===== config.mk =====
export PLATFORM = sky130hd
export DESIGN_NAME = regfile_read_port
export DESIGN_NICKNAME = d
export VERILOG_FILES = /design/src/rtl/regfile_read_port.sv
export SDC_FILE = /design/constraint.sdc
export NUM_CORES = 2
export LEC_CHECK = 0
export BUFFER_PORTS_ARGS = -buffer_cell sky130_fd_sc_hd__clkbuf_2
export CELL_PAD_IN_SITES_DETAIL_PLACEMENT = 2
export CELL_PAD_IN_SITES_GLOBAL_PLACEMENT = 2
export CORE_ASPECT_RATIO = 0.6
export CORE_MARGIN = 10
export CORE_UTILIZATION = 25
export CTS_CLUSTER_DIAMETER = 50
export DETAILED_ROUTE_END_ITERATION = 6
export GPL_TIMING_DRIVEN = 0
export PLACE_DENSITY_LB_ADDON = 0.1
export SYNTH_ARGS = -nofsm -noshare
export SYNTH_HDL_FRONTEND = slang
export SYNTH_SLANG_ARGS = --single-unit

===== constraint.sdc =====
create_clock -name clock -period 2.2 [get_ports clock]
set_input_delay 0.22 -clock clock [delete_from_list [all_inputs] [get_ports clock]]
set_output_delay 0.22 -clock clock [all_outputs]
set_load 0.03 [all_outputs]

===== src/rtl/regfile_read_port.sv =====
// Two-read / one-write register file with write-to-read bypass and a
// per-register busy scoreboard that stalls operand reads of pending writebacks.
module regfile_read_port #(
    parameter int unsigned DATA_WIDTH = 32,
    parameter int unsigned ADDR_WIDTH = 5
) (
    input  logic                  clock,
    input  logic                  reset_n,
    input  logic                  w_enable,
    input  logic [ADDR_WIDTH-1:0] w_addr,
    input  logic [DATA_WIDTH-1:0] w_data,
    input  logic                  issue_valid,
    input  logic [ADDR_WIDTH-1:0] issue_addr,
    input  logic                  r_req,
    input  logic [ADDR_WIDTH-1:0] r_addr_a,
    input  logic [ADDR_WIDTH-1:0] r_addr_b,
    output logic                  r_valid,
    output logic [DATA_WIDTH-1:0] r_data_a,
    output logic [DATA_WIDTH-1:0] r_data_b,
    output logic                  stall
);

    localparam int unsigned NUM_REGS = 2 ** ADDR_WIDTH;

    logic [DATA_WIDTH-1:0] mem_q [NUM_REGS];
    logic [DATA_WIDTH-1:0] mem_d [NUM_REGS];
    logic [NUM_REGS-1:0]   busy_q;
    logic [NUM_REGS-1:0]   busy_d;
    logic                  r_valid_q;
    logic                  r_valid_d;
    logic [DATA_WIDTH-1:0] r_data_a_q;
    logic [DATA_WIDTH-1:0] r_data_a_d;
    logic [DATA_WIDTH-1:0] r_data_b_q;
    logic [DATA_WIDTH-1:0] r_data_b_d;

    logic                  w_live;
    logic                  bypass_a;
    logic                  bypass_b;
    logic                  rd_fire;
    logic [DATA_WIDTH-1:0] rd_val_a;
    logic [DATA_WIDTH-1:0] rd_val_b;

    // Operand selection, bypass detection and scoreboard stall (pre-issue busy view)
    always_comb begin
        w_live   = w_enable && (w_addr != '0);
        bypass_a = w_live && (w_addr == r_addr_a);
        bypass_b = w_live && (w_addr == r_addr_b);
        stall    = r_req && ((busy_q[r_addr_a] && !bypass_a) ||
                             (busy_q[r_addr_b] && !bypass_b));
        rd_fire  = r_req && !stall;

        if (r_addr_a == '0) begin
            rd_val_a = '0;
        end else if (bypass_a) begin
            rd_val_a = w_data;
        end else begin
            rd_val_a = mem_q[r_addr_a];
        end

        if (r_addr_b == '0) begin
            rd_val_b = '0;
        end else if (bypass_b) begin
            rd_val_b = w_data;
        end else begin
            rd_val_b = mem_q[r_addr_b];
        end
    end

    // Next state: writeback updates storage and clears busy; issue sets busy last so it wins
    always_comb begin
        mem_d      = mem_q;
        busy_d     = busy_q;
        r_valid_d  = rd_fire;
        r_data_a_d = r_data_a_q;
        r_data_b_d = r_data_b_q;

        if (w_live) begin
            mem_d[w_addr]  = w_data;
            busy_d[w_addr] = 1'b0;
        end
        if (issue_valid && (issue_addr != '0)) begin
            busy_d[issue_addr] = 1'b1;
        end
        if (rd_fire) begin
            r_data_a_d = rd_val_a;
            r_data_b_d = rd_val_b;
        end
    end

    // State and output registers
    always_ff @(posedge clock or negedge reset_n) begin
        if (!reset_n) begin
            for (int i = 0; i < int'(NUM_REGS); i++) begin
                mem_q[i] <= '0;
            end
            busy_q     <= '0;
            r_valid_q  <= 1'b0;
            r_data_a_q <= '0;
            r_data_b_q <= '0;
        end else begin
            for (int i = 0; i < int'(NUM_REGS); i++) begin
                mem_q[i] <= mem_d[i];
            end
            busy_q     <= busy_d;
            r_valid_q  <= r_valid_d;
            r_data_a_q <= r_data_a_d;
            r_data_b_q <= r_data_b_d;
        end
    end

    assign r_valid  = r_valid_q;
    assign r_data_a = r_data_a_q;
    assign r_data_b = r_data_b_q;

endmodule


==> impl_table.tex <==
\begin{tabular}{lr}
\hline
Metric & Value \\
\hline
\multicolumn{2}{l}{\textbf{Logic synthesis}} \\
Post-synth EDFFs & 0 \\
Distinct cell type count of the synthesized netlist & 73 \\
Netlist Area Pre-Place & 60400 sq um \\
Net count of the mapped netlist & 4428 \\
Yosys warnings & 0 \\
Post-Synthesis Cells & 4371 \\
Synth Flop Type & sky130\_fd\_sc\_hd\_\_dfrtp\_1 \\
Number of register bits inferred by synthesis & 1121 \\
Synthesized area per cell & around 14 sq um \\
Share of synthesized registers carrying an async set or reset & 1.00 \\
Sequential area share after synthesis & 0.465 \\
\multicolumn{2}{l}{\textbf{Routing}} \\
Mean routed wirelength per cell & 53.8 um \\
Vias/cell & about 6.1 \\
WL final & 434000 um \\
TritonRoute pass-1 iters & 6 \\
Routed via count & 49300 \\
First-iteration detailed-routing DRC count & 7588 \\
Post-route antenna net violation count & 0 \\
DRC & 0 \\
\multicolumn{2}{l}{\textbf{Timing}} \\
Peak clock frequency supported by timing & 0.324 GHz \\
Min Tclk post-route & 3.09 ns \\
Final Hold Vio Count & 0 \\
Final Slew Violations & 23 \\
Final worst-path setup slack & -0.890 ns \\
Headroom to the max-slew limit & -0.0207 \\
Share of the clock period used by the worst path after layout & 1.40 \\
Slew at the pin closest to its max-slew limit & 1.53 ns \\
Setup repair after global routing missed its margin & true \\
Setup violations, final & 571 \\
Total negative slack & -117.21 ns \\
Clock skew after layout & roughly 0.068 ns \\
\multicolumn{2}{l}{\textbf{Power}} \\
Comb power frac & 0.275 \\
Internal power summed over all cells & around 50000 uW \\
Switch share & 0.362 \\
Leakage power & 0.0319 uW \\
Power spent charging and discharging nets & 28200 uW \\
Fraction of power consumed by the clock network & 0.357 \\
Sequential fraction of design power & 0.368 \\
Worst voltage drop across the vdd grid & 0.488 mV \\
Post-layout power & 77900 uW \\
Power per cell area & 1040 nW/um\^{}2 \\
\multicolumn{2}{l}{\textbf{Finish}} \\
Net count of the finished layout & 4812 \\
Final cell utilization of the core & 0.312 \\
\# fillers & 24700 \\
Synthesis-to-finish area growth & 23.8\% \\
FF/Latch Area & 28100 sq um \\
Most frequent cells in the layout & 1121 x sky130\_fd\_sc\_hd\_\_dfrtp\_1, 999 x sky130\_fd\_sc\_hd\_\_mux2\_2, 429 x sky130\_fd\_sc\_hd\_\_mux2i\_1 \\
Finished layout cell area & 74800 sq um \\
Ratio of cells with drive above 1 in the final layout & 0.470 \\
Count of non-filler cells in the finished layout & between 8000 and 9000 \\
Leading cell type in the layout, fill and taps excluded & sky130\_fd\_sc\_hd\_\_dfrtp\_1 \\
Multi-input gate area & 31400 sq um \\
\multicolumn{2}{l}{\textbf{Setup path}} \\
Most used cell, CP & sky130\_fd\_sc\_hd\_\_buf\_4 \\
Required time of the critical path & 3.00 ns \\
Worst reg-to-reg setup slack & -0.75 ns \\
Largest driver fanout on the critical path & 10 \\
Worst setup EP type & register \\
Cell at the slowest stage of the critical path & sky130\_fd\_sc\_hd\_\_a221oi\_1 \\
Signal arrival time at the worst endpoint & 3.89 ns \\
Critical path start-end classification & in -> reg \\
Slowest stage delay, CP & 0.94 ns \\
Sort of element at the start of the critical path & input pin \\
CP Cell Sequence & buf\_4, buf\_6, buf\_4, mux2i\_1, a221oi\_1, a21oi\_1, o22ai\_1, mux2\_2, mux2\_4 \\
\multicolumn{2}{l}{\textbf{Floorplan}} \\
Die Outline Area & 262000 sq um \\
Floorplan Core Area & 240000 sq um \\
I/O pin total & around 120 \\
Die X & 654 um \\
\# rows & 139 \\
Die outline height & 401 um \\
Initial Util & 0.252 \\
\multicolumn{2}{l}{\textbf{Global route}} \\
M1 GR Usage & 0.463 \\
First-pass GRT wire length & 550000 um \\
Gr ovfl total & 0 \\
Number of global-route vias before repair & 47800 \\
GR Layer Usage met2 & 0.381 \\
Grt peak-use layer & met1 \\
Antenna violations before repair & 83 \\
Met3 demand-to-capacity share in global routing & 0.191 \\
Overall Global Routing Usage & 0.321 \\
Maximum number of pins on one net before global-route repair & 106 \\
\multicolumn{2}{l}{\textbf{CTS}} \\
Clock Tree Root & sky130\_fd\_sc\_hd\_\_clkbuf\_16 \\
TritonCTS clock tree & built \\
Clk pin slew, worst setup/hold paths & 0.06 ns \\
Number of clock sinks seen by CTS & 1121 \\
Buffer levels on the longest clock path & 4 \\
Total clock buffers created by CTS & 161 \\
H-tree levels & 4 \\
Clock latency reported for the late side of the worst-skew pair & 0.88 ns \\
\multicolumn{2}{l}{\textbf{Placed design}} \\
Post-placement cell area & 65600 sq um \\
Post-detailed-placement half-perimeter wirelength & 315000 um \\
Placed cell count & 7677 \\
IO buf count & 108 \\
Routability congestion estimate & 1.02 \\
\multicolumn{2}{l}{\textbf{Min path}} \\
Type of the tightest min-delay check & in -> reg \\
\multicolumn{2}{l}{\textbf{Run status}} \\
Violations in the final reports & max-capacitance violations, max-slew violations, negative setup slack \\
Outcome & finished with violations \\
\multicolumn{2}{l}{\textbf{Run}} \\
MaxCap Viol Count & 3 \\
\hline
\end{tabular}
==> repair_timing <==
action / in CTS / in global routing
pin swaps: 27 / 18
hold buffers: 42 / 1
gates resized for setup: 523 / 133
gates cloned: 7 / 4
buffers inserted: 31 / 11
endpoints found under the setup margin: 503 / 605
hold endpoints to repair: 259 / 139
==> registers in the layout, indices dropped and copies added (netlist names) <==
| register | cells |
|---|---|
| mem_q | 1024 |
| r_data_b | 32 |
| busy_q | 32 |
| r_data_a | 32 |
| r_valid | 1 |
==> worst max-delay path, delay by kind of cell <==
family,cells,cell delay (ns)
muxes,3,0.63
AOI/OAI and AO/OA,3,1.89
buffers and inverters,3,1.13
==> layout make-up <==
type | count | share of cell area
inverters | 20 | 0.00142
clock inverters | 62 | 0.00974
repair buffers | 223 | 0.0313
well taps | 3172 | 0.0531
plain buffers | 481 | 0.0460
multi-input cells | 2747 | 0.420
diodes | 29 | 0.000971
flip-flops and latches | 1121 | 0.375
clock buffers | 216 | 0.0624
==> through the flow <==
step	setup WS, ns	hold slack [ns]
4_1_cts	-0.777	0.000101
6_report	-0.890	0.0286
2_1_floorplan	-0.000167	-0.0756
3_5_place_dp	-3.53	0.235
3_3_place_gp	-30.73	0.456
5_1_grt	-0.807	0.0223
==> metal layers <==
layer  up-vias  wire, um
li1      17700         -
met1     27700    196000
met2      3244    153000
met3       668     68300
met4        24     16900
met5         -       175
==> cells by family (layout without fill, tap and decap cells) <==
group / after synthesis / after routing / synth area share
AO/OA/AOI/OAI: 633 / 633 / 0.0764
AND/OR/NAND/NOR: 290 / 290 / 0.0238
buffers and inverters: 503 / 1002 / 0.0429
flip-flops: 1121 / 1121 / 0.465
XOR/XNOR: 10 / 10 / 0.00145
other: 0 / 29 / 0
multiplexers: 1814 / 1814 / 0.391
==> synthesized netlist by cell type, drive strengths merged (50+ instances only) <==
cell type / count / area, sq um
clkbuf: 271 / 1020
nor2: 69 / 259
nand2: 57 / 214
nand3: 50 / 255
o31ai: 56 / 434
mux4: 328 / 7410
o21ai: 110 / 554
dfrtp: 1121 / 28100
a21oi: 59 / 295
mux2i: 447 / 4470
mux2: 1039 / 11700
a22oi: 97 / 728
buf: 212 / 1490
a221oi: 126 / 1100
==> final timing paths <==
check                      cells past startpoint         from           end
min in group asynchronous                      8      reset_n   mem_q[1014]
max in group asynchronous                     10      reset_n    mem_q[192]
max reg2reg                                    6   mem_q[210]  r_data_b[18]
min reg2reg                                    1  mem_q[1013]   mem_q[1013]
max                                            9  r_addr_b[0]  r_data_b[18]
min                                            2   w_data[23]     mem_q[23]
==> power groups by stage <==
stage	Clock (uW)	Combinational [uW]	Sequential, uW
final	27800	21400	28600
after global placement	0	18100	28600
after detailed placement	0	18600	28800
after CTS	28000	20100	28500
after global routing	28900	21700	29100
after floorplan	0	9370	28200
Note: power is estimated with default switching activity, not from simulation.
